$ cat src/rtl/clk_gate_pkg.sv
// Shared types and helpers for the clock-gate enable controller.
// Used by the controller, the island wrapper and the bench.
package clk_gate_pkg;

    typedef enum logic [1:0] {
        ST_OFF   = 2'd0,
        ST_WAKE  = 2'd1,
        ST_ON    = 2'd2,
        ST_DRAIN = 2'd3
    } state_e;

    localparam logic [1:0] STATE_OFF   = 2'd0;
    localparam logic [1:0] STATE_WAKE  = 2'd1;
    localparam logic [1:0] STATE_ON    = 2'd2;
    localparam logic [1:0] STATE_DRAIN = 2'd3;

    // Width of the shared wake/idle down-counter, never below one bit.
    function automatic int cnt_width(input int a, input int b);
        int m;
        int w;
        m = (a > b) ? a : b;
        w = $clog2(m);
        return (w < 1) ? 1 : w;
    endfunction

endpackage

$ cat src/rtl/clk_gate_stat_cnt.sv
// Saturating statistics counter with synchronous clear.
// Clear has priority over increment.
module clk_gate_stat_cnt #(
    parameter int W = 16
) (
    input  logic         clk,
    input  logic         rst,
    input  logic         clr,
    input  logic         inc,
    output logic [W-1:0] count
);

    logic [W-1:0] count_q;
    logic [W-1:0] count_d;

    always_comb begin
        count_d = count_q;
        if (clr) begin
            count_d = '0;
        end else if (inc && !(&count_q)) begin
            count_d = count_q + W'(1);
        end
    end

    always_ff @(posedge clk) begin
        if (rst) begin
            count_q <= '0;
        end else begin
            count_q <= count_d;
        end
    end

    assign count = count_q;

endmodule

$ cat src/rtl/clk_gate_ctrl.sv
// Enable controller for one gated clock island: wakes the clock ahead
// of granting service and drops it after a programmable idle timeout.
module clk_gate_ctrl
    import clk_gate_pkg::*;
#(
    parameter int N_REQ        = 4,
    parameter int WAKE_CYCLES  = 2,
    parameter int IDLE_TIMEOUT = 8,
    parameter int STAT_W       = 16
) (
    input  logic              CLK,
    input  logic              RST,
    input  logic [N_REQ-1:0]  REQ,
    input  logic              BUSY,
    input  logic              FORCE_ON,
    input  logic              CLR_STATS,
    output logic              CLK_EN,
    output logic              GNT,
    output logic [1:0]        STATE,
    output logic [STAT_W-1:0] OFF_CYCLES
);

    localparam int CW = cnt_width(WAKE_CYCLES, IDLE_TIMEOUT);
    localparam logic [CW-1:0] WAKE_LOAD = CW'(WAKE_CYCLES - 1);
    localparam logic [CW-1:0] IDLE_LOAD = CW'(IDLE_TIMEOUT - 1);

    state_e        state_q;
    state_e        state_d;
    logic [CW-1:0] cnt_q;
    logic [CW-1:0] cnt_d;
    logic          clk_en_q;
    logic          clk_en_d;
    logic          gnt_q;
    logic          gnt_d;
    logic          act;

    assign act = (|REQ) | BUSY | FORCE_ON;

    always_comb begin
        state_d  = state_q;
        cnt_d    = cnt_q;
        clk_en_d = clk_en_q;
        gnt_d    = gnt_q;
        unique case (state_q)
            ST_OFF: begin
                if (act) begin
                    state_d  = ST_WAKE;
                    cnt_d    = WAKE_LOAD;
                    clk_en_d = 1'b1;
                end
            end
            // A wake is never aborted, bounding the CLK_EN toggle rate.
            ST_WAKE: begin
                if (cnt_q == '0) begin
                    state_d = ST_ON;
                    gnt_d   = 1'b1;
                end else begin
                    cnt_d = cnt_q - CW'(1);
                end
            end
            ST_ON: begin
                if (!act) begin
                    state_d = ST_DRAIN;
                    cnt_d   = IDLE_LOAD;
                end
            end
            ST_DRAIN: begin
                if (act) begin
                    state_d = ST_ON;
                end else if (cnt_q == '0) begin
                    state_d  = ST_OFF;
                    clk_en_d = 1'b0;
                    gnt_d    = 1'b0;
                end else begin
                    cnt_d = cnt_q - CW'(1);
                end
            end
            default: begin
                state_d  = ST_OFF;
                clk_en_d = 1'b0;
                gnt_d    = 1'b0;
            end
        endcase
    end

    always_ff @(posedge CLK) begin
        if (RST) begin
            state_q  <= ST_OFF;
            cnt_q    <= '0;
            clk_en_q <= 1'b0;
            gnt_q    <= 1'b0;
        end else begin
            state_q  <= state_d;
            cnt_q    <= cnt_d;
            clk_en_q <= clk_en_d;
            gnt_q    <= gnt_d;
        end
    end

    clk_gate_stat_cnt #(
        .W(STAT_W)
    ) u_stat (
        .clk  (CLK),
        .rst  (RST),
        .clr  (CLR_STATS),
        .inc  (state_q == ST_OFF),
        .count(OFF_CYCLES)
    );

    assign CLK_EN = clk_en_q;
    assign GNT    = gnt_q;
    assign STATE  = state_q;

endmodule

$ cat config.mk
export PLATFORM = sky130hd
export DESIGN_NAME = clk_gate_ctrl
export DESIGN_NICKNAME = d
export VERILOG_FILES = /design/src/rtl/clk_gate_pkg.sv /design/src/rtl/clk_gate_stat_cnt.sv /design/src/rtl/clk_gate_ctrl.sv
export SDC_FILE = /design/constraint.sdc
export NUM_CORES = 1
export LEC_CHECK = 0
export ABC_AREA = 1
export CAP_MARGIN = 10
export CORE_ASPECT_RATIO = 2
export CORE_MARGIN = 2
export CORE_UTILIZATION = 50
export CTS_CLUSTER_DIAMETER = 30
export CTS_CLUSTER_SIZE = 20
export DETAILED_ROUTE_END_ITERATION = 8
export GPL_ROUTABILITY_DRIVEN = 0
export GPL_TIMING_DRIVEN = 0
export PLACE_DENSITY_LB_ADDON = 0.05
export SYNTH_ARGS = -nofsm -noshare
export SYNTH_HDL_FRONTEND = slang
export SYNTH_SLANG_ARGS = --single-unit
$ cat constraint.sdc
create_clock -name CLK -period 2.2 [get_ports CLK]
set_input_delay 0.55 -clock CLK [delete_from_list [all_inputs] [get_ports CLK]]
set_output_delay 0.55 -clock CLK [all_outputs]
set_load 0.01 [all_outputs]
==> impl_metrics.py, run 1 <==
metrics = {
    "timing": {
        "relSlewSlack_pct": 54.2,
        "period_share_pct": 88.4,
        "setup_violating_endpoint_count_in_the_final_report": 0,
        "slew_violations": 0,
        "unrepaired_setup_endpoints_after_global_routing": "no",
        "max_clock_freq_mhz": 514,
        "pin_slew_with_the_least_headroom_to_its_limit_ns": 0.687,
        "postLayoutSetupSlackWorst_ns": 0.255,
        "hold_viol_final": 0,
        "min_period_ns": 1.94,
        "holdWs_ns": 0.468,
        "skew_ns": 0.00355,
    },
    "grt": {
        "track_usage_pct": 24.2,
        "grt_max_degree": 13,
        "grt_first_pass_wirelength_mm": 5.53,
        "grt_antenna_before_repair": 0,
        "global_route.overflow_total": 0,
        "first_global_vias": 1347,
    },
    "place": {
        "port_bufs": 28,
        "dp.cells": 264,
        "placed_standard_cell_area_um2": 1690,
        "preCtsSetupSlack_ns": -0.0265,
        "place_hpwl_mm": 2.73,
    },
    "floorplan": {
        "die_area_um2": 3200,
        "effective_utilization_at_floorplan_pct": 53.3,
        "core_area_um2": 2570,
        "dieHeight_um": 78.0,
        "design.portCount": 29,
        "fp.dieW_um": 41.0,
        "row_count": 26,
    },
    "worst_hold_path": {
        "min_path_cells": 2,
        "timing.hold.worst.class": "flip-flop to flip-flop",
    },
    "layout": {
        "layout.cells.non_filler": 268,
        "layout.filler_cells": 253,
        "drive_above_1_share_pct": 10.0,
        "n_antenna_cell": 0,
        "flow.area_growth_from_synthesis_pct": 26.3,
        "final_nets": 253,
        "end_of_flow_core_utilization_pct": 67.3,
        "fin_area_um2": 1730,
    },
    "logic_synthesis": {
        "ys_ff_latch": 23,
        "synth_area_leader_cell": "sky130_fd_sc_hd__dfxtp_1",
        "synth_nets": 220,
        "async_reset_ff_share_pct": 0,
        "synth.cell_area_um2": 1370,
        "synth.most_common_cell": "sky130_fd_sc_hd__nand2_1",
        "synthesis.instances": 208,
        "yosys.area.top_type_share_pct": 33.6,
        "ys_seq_area_share_pct": 33.6,
        "synth_cell_types": 25,
        "synthFlopType": "sky130_fd_sc_hd__dfxtp_1",
        "synth_top_cells_by_count": "sky130_fd_sc_hd__nand2_1 (72), sky130_fd_sc_hd__nor2_1 (32), sky130_fd_sc_hd__dfxtp_1 (23)",
        "number_of_enable_type_register_cells_in_the_synthesized_netlist": 0,
        "synth_area_per_cell_um2": 6.59,
        "yosysWarningCount": 0,
        "leading_post_synthesis_cells_by_cell_area": "sky130_fd_sc_hd__dfxtp_1 (34%), sky130_fd_sc_hd__nand2_1 (20%), sky130_fd_sc_hd__nor2_1 (8.8%), sky130_fd_sc_hd__a21oi_2 (5.8%), sky130_fd_sc_hd__inv_1 (4.9%)",
    },
    "routing": {
        "drt-initial-drc-count": 25,
        "firstDrtPassIters": 4,
        "drt_drc_violations_left": 0,
        "drt_antenna_net_count": 0,
        "drt_wl_total_mm": 3.48,
        "mean_number_of_vias_per_cell": 5.30,
        "via_count": 1421,
        "wl_per_cell_um": 13.0,
    },
    "cts": {
        "post_cts_hold_buffer_count": 0,
        "post-cts-setup-buffer-count": 0,
        "cts_inserted_buffers": 3,
        "cts.path.max_buffers": 2,
        "clock_sinks": 23,
        "cts_tree": "yes",
        "number_of_h_tree_levels": 1,
        "cts-resized-gates": 0,
        "clk_transition_reported_paths_ns": 0.08,
        "cts_root_buffer": "sky130_fd_sc_hd__clkbuf_8",
        "clk_latency_ns": 0.27,
    },
    "worst_setup_path": {
        "r2r_cells": 9,
        "arr_time_crit_path_ns": 2.07,
        "crit_required_ns": 2.33,
        "crit_path_end_kind": "flip-flop",
        "worstPathMaxFanout": 10,
        "path_class": "primary input to flip-flop",
        "worstSetupStartpointType": "primary input",
    },
    "power_and_ir_drop": {
        "max-vdd-ir-drop_uv": 420,
        "power.static_leakage_nw": 0.612,
        "power.density_cell_area_nw_per_um2": 727,
    },
    "outcome": {
        "run_status": "finished, final reports clean",
    },
    "job": {
        "max-cap-violations": 0,
    },
}
[final timing paths]
check | from | endpoint | slack (ns)
min | CLK_EN | CLK_EN | 0.47
max | RST | u_stat.count[14] | 0.26
min reg2reg | CLK_EN | CLK_EN | 0.47
max reg2reg | u_stat.count[0] | u_stat.count[9] | 0.46
[placed cells by master, fill, tap and decap left out]
cell type / instances
sky130_fd_sc_hd__nand2_1: 72
sky130_fd_sc_hd__o21ai_0: 5
sky130_fd_sc_hd__a21oi_1: 5
sky130_fd_sc_hd__clkbuf_8: 3
sky130_fd_sc_hd__buf_1: 1
sky130_fd_sc_hd__xnor2_1: 4
sky130_fd_sc_hd__nor2_4: 1
sky130_fd_sc_hd__inv_1: 18
sky130_fd_sc_hd__nor2_1: 32
sky130_fd_sc_hd__a21oi_2: 9
sky130_fd_sc_hd__buf_4: 1
sky130_fd_sc_hd__dfxtp_1: 23
sky130_fd_sc_hd__clkbuf_1: 1
sky130_fd_sc_hd__nand4_1: 5
sky130_fd_sc_hd__buf_6: 1
sky130_fd_sc_hd__ha_1: 3
sky130_fd_sc_hd__nand2_2: 1
sky130_fd_sc_hd__nor2_2: 3
sky130_fd_sc_hd__nand3_1: 11
sky130_fd_sc_hd__or2_2: 2
sky130_fd_sc_hd__clkdlybuf4s50_1: 28
sky130_fd_sc_hd__xor2_1: 2
sky130_fd_sc_hd__nor3b_1: 2
sky130_fd_sc_hd__a211oi_1: 1
sky130_fd_sc_hd__o21ai_2: 1
sky130_fd_sc_hd__nor3_1: 3
sky130_fd_sc_hd__nand3_2: 1
sky130_fd_sc_hd__a21boi_4: 1
[per-stage QoR]
| step | total power (W) | setup TNS, ns |
|---|---|---|
| 3_3_place_gp | 0.000980 | 0 |
| 4_1_cts | 0.00127 | 0 |
| 5_1_grt | 0.00134 | 0 |
| 2_1_floorplan | 0.000844 | 0 |
| 6_report | 0.00126 | 0 |
| 3_5_place_dp | 0.00101 | -0.0269 |
[power by group]
group / switching (W) / internal, W
logic: 0.000272 / 0.000201
registers: 0.0000495 / 0.000468
clock network: 0.000137 / 0.000130
total: 0.000459 / 0.000799
[cell families after synthesis]
| family | share of synthesized area [%] |
|---|---|
| buffers and inverters | 6.57 |
| AOI/OAI and AO/OA | 12.0 |
| xor gates and xnor gates | 3.84 |
| adders and majority gates | 2.74 |
| DFF | 33.6 |
| and+or+nand+nor | 41.3 |
[state kept, by name, summed over array words and instances, names as in the netlist]
| signal | count |
|---|---|
| u_stat.count | 16 |
| cnt_q | 3 |
| STATE | 2 |
| CLK_EN | 1 |
| GNT | 1 |
[final cells by class]
cell class / instances / area, um2 / area share (%)
Buffer: 3 / 22.5 / 1.30
Tap cell: 28 / 35.0 / 2.02
Inverter: 18 / 67.6 / 3.90
Timing Repair Buffer: 28 / 280 / 16.2
Sequential cell: 23 / 460 / 26.6
Multi-Input combinational cell: 164 / 820 / 47.4
Clock buffer: 4 / 45.0 / 2.60
[metal layers]
layer  GRT usage (%)  vias up  part of all wire [%]
met5               0        -                     0
met4            8.33        0                   2.3
met3            2.54        7                   3.9
met2            46.6       30                    58
met1            22.9      654                    36
li1                -      730                     -
[critical path, cell delays in order]
cell	delay (ns)
sky130_fd_sc_hd__clkdlybuf4s50_1	0.57
sky130_fd_sc_hd__nor2_1	0.12
sky130_fd_sc_hd__inv_1	0.17
sky130_fd_sc_hd__buf_1	0.56
sky130_fd_sc_hd__a21oi_1	0.09
(Power assumes the default switching activity.)
==> inputs of run 2 (changes only) <==
- ABC_AREA: 1 -> unset
- CTS_CLUSTER_SIZE: 20 -> 14
- SYNTH_HIERARCHICAL: unset -> 1
==> impl_metrics.py, run 2 <==
metrics = {
    "outcome": {
        "run_status": "finished, final reports clean",
    },
    "power_and_ir_drop": {
        "clockPowerShare_pct": 19.4,
        "power.static_leakage_nw": 0.604,
        "p_int_w": 0.000881,
        "power.density_cell_area_nw_per_um2": 803,
        "p_sw_w": 0.000500,
        "power.share.sequential_pct": 39.7,
        "max-vdd-ir-drop_uv": 416,
        "comb_power_share_pct": 40.9,
        "switching_share_pct": 36.2,
    },
    "timing": {
        "postLayoutSetupSlackWorst_ns": 0.129,
        "max_clock_freq_mhz": 483,
        "period_share_pct": 94.1,
        "holdWs_ns": 0.484,
        "hold_viol_final": 0,
        "tns_ns": 0,
        "pin_slew_with_the_least_headroom_to_its_limit_ns": 0.523,
        "setup_violating_endpoint_count_in_the_final_report": 0,
        "min_period_ns": 2.07,
        "unrepaired_setup_endpoints_after_global_routing": "no",
        "slew_violations": 0,
        "relSlewSlack_pct": 65.0,
        "skew_ns": 0.00724,
    },
    "cts": {
        "clk_latency_ns": 0.27,
        "clk_transition_reported_paths_ns": 0.08,
        "cts_inserted_buffers": 3,
        "number_of_h_tree_levels": 1,
        "cts_root_buffer": "sky130_fd_sc_hd__clkbuf_8",
        "cts_tree": "yes",
        "cts.path.max_buffers": 2,
        "clock_sinks": 23,
    },
    "layout": {
        "flow.area_growth_from_synthesis_pct": 27.5,
        "layout.cells.non_filler": 223,
        "layout.cells.most_common_list": "sky130_fd_sc_hd__clkdlybuf4s50_1 (28), sky130_fd_sc_hd__dfxtp_1 (23), sky130_fd_sc_hd__a21oi_1 (16)",
        "multi_input_area_um2": 806,
        "mostFrequentLayoutCell": "sky130_fd_sc_hd__clkdlybuf4s50_1",
        "layout.filler_cells": 234,
        "largest_reg_flops": 16,
        "seq_area_um2": 460,
        "final_nets": 208,
        "drive_above_1_share_pct": 9.74,
        "end_of_flow_core_utilization_pct": 66.9,
        "n_antenna_cell": 0,
    },
    "worst_setup_path": {
        "cpLargestDelayFamily": "simple AND/OR/NAND/NOR gates",
        "crit_path_end_kind": "flip-flop",
        "cp_cell_sequence": "buf_2, nor2_1, clkbuf_2, and3_1, nand4_2, or4_1, a21oi_1",
        "crit_required_ns": 2.40,
        "critPathBufInv": 2,
        "critical_path.slowest_cell": "sky130_fd_sc_hd__or4_1",
        "worstSetupStartpointType": "flip-flop",
        "worstPathMaxFanout": 10,
        "critical-path-max-stage-delay_ns": 0.53,
        "path_class": "flip-flop to flip-flop",
        "arr_time_crit_path_ns": 2.27,
    },
    "routing": {
        "drt_antenna_net_count": 0,
        "drt_drc_violations_left": 0,
        "wl_per_cell_um": 16.4,
        "drt-initial-drc-count": 54,
        "via_count": 1411,
        "mean_number_of_vias_per_cell": 6.33,
        "drt_wl_total_mm": 3.66,
        "firstDrtPassIters": 4,
    },
    "logic_synthesis": {
        "synth_area_leader_cell": "sky130_fd_sc_hd__dfxtp_1",
        "multiplexer_area_fraction_after_synthesis_pct": 1.48,
        "synth_compound_area_share_pct": 22.4,
        "yosys.area_share.simple_pct": 33.1,
        "synthFlopType": "sky130_fd_sc_hd__dfxtp_1",
        "synth.most_common_cell": "sky130_fd_sc_hd__dfxtp_1",
        "synth_nets": 174,
        "synthesis.instances": 162,
        "yosysWarningCount": 6,
        "number_of_enable_type_register_cells_in_the_synthesized_netlist": 0,
        "synth_adder_area_share_pct": 2.78,
        "yosys.area_share.xor_xnor_pct": 0,
        "synth_top_cells_by_count": "sky130_fd_sc_hd__dfxtp_1 (23), sky130_fd_sc_hd__a21oi_1 (16), sky130_fd_sc_hd__nand3_1 (11), sky130_fd_sc_hd__nor2_1 (11), sky130_fd_sc_hd__nand2_1 (9)",
        "ys_ff_latch": 23,
        "synth_area_per_cell_um2": 8.33,
        "synth_cell_types": 43,
        "async_reset_ff_share_pct": 0,
        "ys_seq_area_share_pct": 34.1,
        "yosys.area.top_type_share_pct": 34.1,
        "synth_top_family_by_area": "simple AND/OR/NAND/NOR gates",
        "synth.cell_area_um2": 1350,
        "leading_post_synthesis_cells_by_cell_area": "sky130_fd_sc_hd__dfxtp_1 (34%), sky130_fd_sc_hd__a21oi_1 (5.9%), sky130_fd_sc_hd__nand3_1 (4.1%), sky130_fd_sc_hd__nand4_1 (3.7%), sky130_fd_sc_hd__or4_1 (3.3%)",
    },
    "place": {
        "place_hpwl_mm": 2.76,
        "preCtsSetupSlack_ns": -0.241,
        "dp.cells": 218,
        "port_bufs": 28,
    },
    "grt": {
        "track_usage_pct": 26.5,
        "grt_max_degree": 14,
        "grt_antenna_before_repair": 0,
        "grt_first_pass_wirelength_mm": 5.91,
        "first_global_vias": 1309,
        "global_route.overflow_total": 0,
    },
    "worst_hold_path": {
        "timing.hold.worst.class": "flip-flop to flip-flop",
    },
    "floorplan": {
        "fp.dieW_um": 40.7,
        "effective_utilization_at_floorplan_pct": 52.5,
        "die_area_um2": 3150,
        "core_area_um2": 2570,
        "row_count": 26,
        "design.portCount": 29,
        "dieHeight_um": 77.5,
    },
    "job": {
        "max-cap-violations": 0,
    },
}
==> run 2: cell types whose count changed after synthesis, moves of 9 or more <==
cell	change
sky130_fd_sc_hd__inv_1	-12
sky130_fd_sc_hd__nor2_1	-21
sky130_fd_sc_hd__a21oi_1	+11
sky130_fd_sc_hd__nand2_1	-63
sky130_fd_sc_hd__a21oi_2	-9
==> run 2: layout make-up <==
type / instances / share of cell area, %
Multi-Input combinational cell: 124 / 46.9
Timing Repair Buffer: 29 / 16.7
Clock inverter: 1 / 0.291
Tap cell: 28 / 2.04
Sequential cell: 23 / 26.8
Inverter: 6 / 1.31
Clock buffer: 3 / 2.40
Buffer: 9 / 3.57
==> run 2: final timing paths <==
check | startpoint | end | slack, ns | cells past startpoint
max | STATE[1] | u_stat/count[15] | 0.13 | 7
min | CLK_EN | CLK_EN | 0.48 | 2
max reg2reg | STATE[1] | u_stat/count[15] | 0.13 | 7
min reg2reg | CLK_EN | CLK_EN | 0.48 | 2
==> run 2: per-layer routing <==
layer / track usage (%) / wire length, um / vias up
met1: 26.0 / 1310 / 684
met4: 10.7 / 59 / 0
met2: 49.2 / 2190 / 27
met3: 3.43 / 105 / 5
li1: - / - / 695
met5: 0 / 0 / -
==> run 2: timing repair <==
| action | in CTS | in global routing |
|---|---|---|
| gates resized for setup | 0 | 2 |
| buffers inserted | 0 | 1 |
| endpoints found under the setup margin | 0 | 4 |
| hold buffers | 0 | 0 |
==> run 2: worst min-delay path, stage by stage, from the launching register on <==
cell and delay (ns):
sky130_fd_sc_hd__dfxtp_1 0.33, sky130_fd_sc_hd__nand2_1 0.06, sky130_fd_sc_hd__a21oi_1 0.05
==> run 2: stage by stage <==
stage	power, W	area (um2)
global placement	0.00108	1660
CTS	0.00138	1710
detailed placement	0.00111	1660
finish	0.00138	1720
floorplan	0.000899	1350
global route	0.00148	1720
==> run 2: power groups by stage <==
stage / combinational (W) / sequential, W / clock [W]
6_report: 0.000565 / 0.000548 / 0.000268
4_1_cts: 0.000558 / 0.000546 / 0.000271
3_3_place_gp: 0.000529 / 0.000548 / 0
3_5_place_dp: 0.000553 / 0.000556 / 0
5_1_grt: 0.000630 / 0.000559 / 0.000290
2_1_floorplan: 0.000338 / 0.000561 / 0
==> run 2: logic make-up after synthesis <==
group / Yosys count
adder cells (fa/ha/maj): 3
AO/OA/AOI/OAI: 46
AND/OR/NAND/NOR: 73
flip-flops: 23
multiplexers: 2
buffers and inverters: 15
